### config.mk
export PLATFORM = sky130hd
export DESIGN_NAME = uart_rx_fifo
export DESIGN_NICKNAME = d
export VERILOG_FILES = /design/src/rtl/uart_pkg.sv /design/src/rtl/uart_fifo_mem.sv /design/src/rtl/uart_rx_fifo.sv
export SDC_FILE = /design/constraint.sdc
export NUM_CORES = 1
export LEC_CHECK = 0
export ABC_AREA = 1
export CAP_MARGIN = 20
export CORE_UTILIZATION = 65
export CTS_CLUSTER_SIZE = 8
export DETAILED_ROUTE_END_ITERATION = 8
export GPL_TIMING_DRIVEN = 0
export PLACE_DENSITY_LB_ADDON = 0.12
export SLEW_MARGIN = 20
export SYNTH_ARGS = -nofsm -noshare
export SYNTH_HDL_FRONTEND = slang
export SYNTH_HIERARCHICAL = 1
export SYNTH_SLANG_ARGS = --single-unit
### constraint.sdc
create_clock -name clk -period 4 [get_ports clk]
set_clock_uncertainty 0.1 [all_clocks]
set_input_delay 0.8 -clock clk [delete_from_list [all_inputs] [get_ports clk]]
set_output_delay 0.8 -clock clk [all_outputs]
set_load 0.02 [all_outputs]
### src/rtl/uart_pkg.sv
// Constants shared by the UART receive and transmit paths.
package uart_pkg;

   localparam int UART_WORD_SIZE     = 8;
   localparam int UART_RX_FIFO_DEPTH = 16;

   // The extra MSB is a wrap bit, so the pointers can tell full from empty.
   function automatic int fifo_ptr_width(input int depth);
      return $clog2(depth) + 1;
   endfunction

endpackage

### src/rtl/uart_fifo_mem.sv
// Simple dual-port word array: synchronous write, asynchronous indexed read.
// No reset on the contents. Also used as storage for the TX FIFO.
module uart_fifo_mem #(
   parameter int WORD_SIZE = 8,
   parameter int DEPTH     = 16
) (
   input  logic                     clk,
   input  logic                     we,
   input  logic [$clog2(DEPTH)-1:0] waddr,
   input  logic [WORD_SIZE-1:0]     wdata,
   input  logic [$clog2(DEPTH)-1:0] raddr,
   output logic [WORD_SIZE-1:0]     rdata
);

   logic [WORD_SIZE-1:0] mem [DEPTH];

   always_ff @(posedge clk) begin
      if (we) mem[waddr] <= wdata;
   end

   assign rdata = mem[raddr];

endmodule

### src/rtl/uart_rx_fifo.sv
// Receive word buffer with a first-word-fall-through read port and a sticky overrun flag.
// Define UART_RX_FIFO_WATERMARK_EN to build the registered wm_irq fill-level output.
module uart_rx_fifo
   import uart_pkg::*;
#(
   parameter int WORD_SIZE = UART_WORD_SIZE,
   parameter int DEPTH     = UART_RX_FIFO_DEPTH,
   parameter int WATERMARK = DEPTH / 2
) (
   input  logic                       clk,
   input  logic                       rst,
   input  logic [WORD_SIZE-1:0]       rx_data,
   input  logic                       rx_avbl,
   output logic [WORD_SIZE-1:0]       rd_data,
   output logic                       rd_valid,
   input  logic                       rd_ready,
   output logic [$clog2(DEPTH):0]     level,
   output logic                       empty,
   output logic                       full,
   output logic                       overrun,
   input  logic                       overrun_clr,
   output logic                       wm_irq
);

   localparam int PW = fifo_ptr_width(DEPTH);
   localparam int IW = PW - 1;

   logic [PW-1:0]        wr_ptr, rd_ptr;
   logic [WORD_SIZE-1:0] mem_rdata;
   logic                 push, pop, drop;

   assign empty    = (wr_ptr == rd_ptr);
   assign full     = (wr_ptr[IW-1:0] == rd_ptr[IW-1:0]) && (wr_ptr[IW] != rd_ptr[IW]);
   assign level    = wr_ptr - rd_ptr;
   assign rd_valid = ~empty;
   assign rd_data  = empty ? '0 : mem_rdata;

   // A pop on the same edge frees the slot, so a full FIFO still accepts the word.
   assign pop  = rd_valid & rd_ready;
   assign push = rx_avbl & (~full | pop);
   assign drop = rx_avbl & full & ~pop;

   uart_fifo_mem #(
      .WORD_SIZE (WORD_SIZE),
      .DEPTH     (DEPTH)
   ) u_mem (
      .clk   (clk),
      .we    (push & ~rst),
      .waddr (wr_ptr[IW-1:0]),
      .wdata (rx_data),
      .raddr (rd_ptr[IW-1:0]),
      .rdata (mem_rdata)
   );

   always_ff @(posedge clk) begin
      if (rst) begin
         wr_ptr  <= '0;
         rd_ptr  <= '0;
         overrun <= 1'b0;
      end else begin
         if (push) wr_ptr <= wr_ptr + PW'(1);
         if (pop)  rd_ptr <= rd_ptr + PW'(1);
         // Set wins over clear so a drop is never lost.
         if (drop)             overrun <= 1'b1;
         else if (overrun_clr) overrun <= 1'b0;
      end
   end

`ifdef UART_RX_FIFO_WATERMARK_EN
   logic [PW-1:0] level_nxt;

   assign level_nxt = (wr_ptr + PW'(push)) - (rd_ptr + PW'(pop));

   always_ff @(posedge clk) begin
      if (rst) wm_irq <= 1'b0;
      else     wm_irq <= (level_nxt >= PW'(WATERMARK));
   end
`else
   assign wm_irq = 1'b0;
`endif

endmodule

==> results by group <==
Synthesis
  • Post-synth net total: 698
  • Post-synthesis cell type count: 28
  • Main synth FF type: edfxtp_1
  • Seq/Total Area, Yosys: 0.625
  • Number of flops mapped to enable cells by yosys: 128
  • Post-Syn Area per Cell: 9.58 sq um
  • Ys Warns: 6
  • Synthesis-stage register bit count: between 100 and 150
  • Synth Cell Area: 0.00650 sq mm
  • Ys async rst share: 0
  • Mapped Cells: 678

Routing
  • Met2 wire length: 7.66 mm
  • Met1 wire length: 6.18 mm
  • # DRC: 0
  • Overall via count from detail_route: 4893
  • Metal3 WL: 1.80 mm
  • Number of routed nets with antenna violations: 0
  • Top Layer Used: met4
  • WL final: 16.1 mm
  • Routed vias/inst: 5.62
  • Initial DRC count: 503
  • First drt pass iteration count: 5
  • WL/cell: 18.5 um

Global routing
  • Tot GR Track Use: 0.330
  • Global-route wire length before repair: 24.0 mm
  • Pin count of the biggest net entering global routing: 17
  • Initial antenna violation count: 0
  • Grt ovf: 0
  • Vias in the first global route: 4604

Clock network
  • Clock slew at the register clock pins of the worst setup and hold paths: 60 ps
  • Root buf cell: clkbuf_8
  • Setup Buffers After CTS: 0
  • Worst skew pair latency: 530 ps
  • Sink Count: about 140
  • TritonCTS clock tree: yes
  • Total CTS buffers: 17
  • H-tree depth: 4
  • Post_cts resized: 0
  • Cts hold-fix bufs: 0
  • Clock Path Buffers: 2

Place
  • GPL Wtd Cong: 0.918
  • Hpwl dp: 10.6 mm
  • PortBufs: 28

Run
  • Max-Cap Viols: 0

STA
  • Slew Limit Fails: 0
  • Hold Violations, Final: 0
  • Unrepaired setup endpoints after global routing: no
  • Final worst-path cycle share: 0.938
  • F_max: 0.267 GHz
  • Slew @ Worst Pin: 886 ps
  • Setup-failing EPs final: 0
  • Min Clock Period, post-route: around 3800 ps
  • Slew Limit Headroom: 0.407
  • Setup TNS: 0 ps

Layout
  • Share of cells above drive strength 1: 0.0921
  • Layout area overhead: 16.4%
  • ANT cells: 0
  • Final Net Count: 745
  • Most common cell after layout, fill and taps aside: nand2_1
  • Final core occ: 0.777
  • Commonest cells after routing, fill and taps aside: nand2_1 (203), edfxtp_1 (128), inv_1 (124), nand3_1 (107), nor2_1 (36)

Critical path
  • Critical path launch point type: flip-flop
  • CP max FO: 9
  • R2r worst-path depth: 10
  • Worst EP arrival: 2850 ps
  • CP required: 3100 ps
  • Crit. End Element: output pin
  • Critical path class: flip-flop to output pin

Power and ir drop
  • Leakage power: 3.28 nW
  • PD cells: 531 mW/mm^2
  • VDD IR max: approximately 0.34 mV
  • Total power: 4.02 mW

Min path
  • Hold Path Stages: 2
  • Hold Crit Class: flip-flop to flip-flop

Status
  • Status: completed

Floorplanning
  • Chip Width: 102 um
  • Rows: 36
  • Die Ht: 102 um
  • IO Pins: 31
  • Core ar.: 0.00973 sq mm
  • Initial Util: 0.668
  • Die area: slightly above 0.01 sq mm
==> metrics by stage <==
stage | area (sq um) | instances | hold slack (ps) | setup slack [ps]
detailed placement | 6940 | 839 | 365 | 644
global route | 7560 | 871 | 409 | 116
CTS | 7560 | 871 | 377 | 258
global placement | 6940 | 839 | 356 | 701
finish | 7560 | 871 | 371 | 250
floorplan | 6500 | 678 | 377 | 1460
==> logic make-up after synthesis <==
kind of cell    after synthesis  synth area share
simple gates                362             0.243
buf+inv                     155             0.103
flops                       139             0.625
compound gates               10           0.00809
fa+ha+maj                     7            0.0146
xor+xnor                      4           0.00539
other cells                   1          0.000577
==> worst max-delay path, cell delays in order (launching register included) <==
cell and delay [ps]:
dfxtp_1 320, clkbuf_1 280, inv_1 110, ha_1 380
nand2_2 130, nor2_8 160, nand2_4 100, inv_2 180
clkdlybuf4s50_1 640
==> registers in the layout, summed over array words and instances (netlist names) <==
register / count
overrun: 1
rd_ptr: 5
u_mem/mem: 128
wr_ptr: 5
==> routing by layer <==
layer  vias to the layer above  track usage
met2                       331        0.531
met4                         0        0.148
met3                        40       0.0684
li1                       2261            -
met5                         -            0
met1                      2261        0.438
==> cells in the mapped netlist (all sizes together), types with 3 or more instances <==
cell,number,share of area
nand2,210,0.13
xor2,3,0.0040
dfxtp,11,0.034
nand3b,3,0.0035
nand4,4,0.0039
inv,128,0.074
nand3,108,0.085
nor2,37,0.024
a21oi,8,0.0062
ha,6,0.012
buf,25,0.027
edfxtp,128,0.59
==> report_power, final <==
| part | switching, mW | internal [mW] |
|---|---|---|
| clock network | 0.583 | 1.04 |
| registers | 0.0156 | 1.60 |
| logic | 0.499 | 0.276 |
==> path summary, 6_finish.rpt <==
check	end	start	slack, ps
max reg2reg	u_mem/mem[7][2]$_DFFE_PP_	rd_ptr[2]$_SDFFE_PP0P_	820
min	overrun$_SDFFE_PP0P_	overrun$_SDFFE_PP0P_	370
min reg2reg	overrun$_SDFFE_PP0P_	overrun$_SDFFE_PP0P_	370
max	empty	rd_ptr[2]$_SDFFE_PP0P_	250
==> area by class of cell <==
cell class              count  area [sq um]
fillers                   661          2170
repair buffers             28           280
clock buffers              20           445
multi-input cells         384          1760
clock inverters            12           171
plain buffers              27           188
inverters                 128           483
well taps                 133           166
flip-flops and latches    139          4060
(Power assumes the default switching activity.)
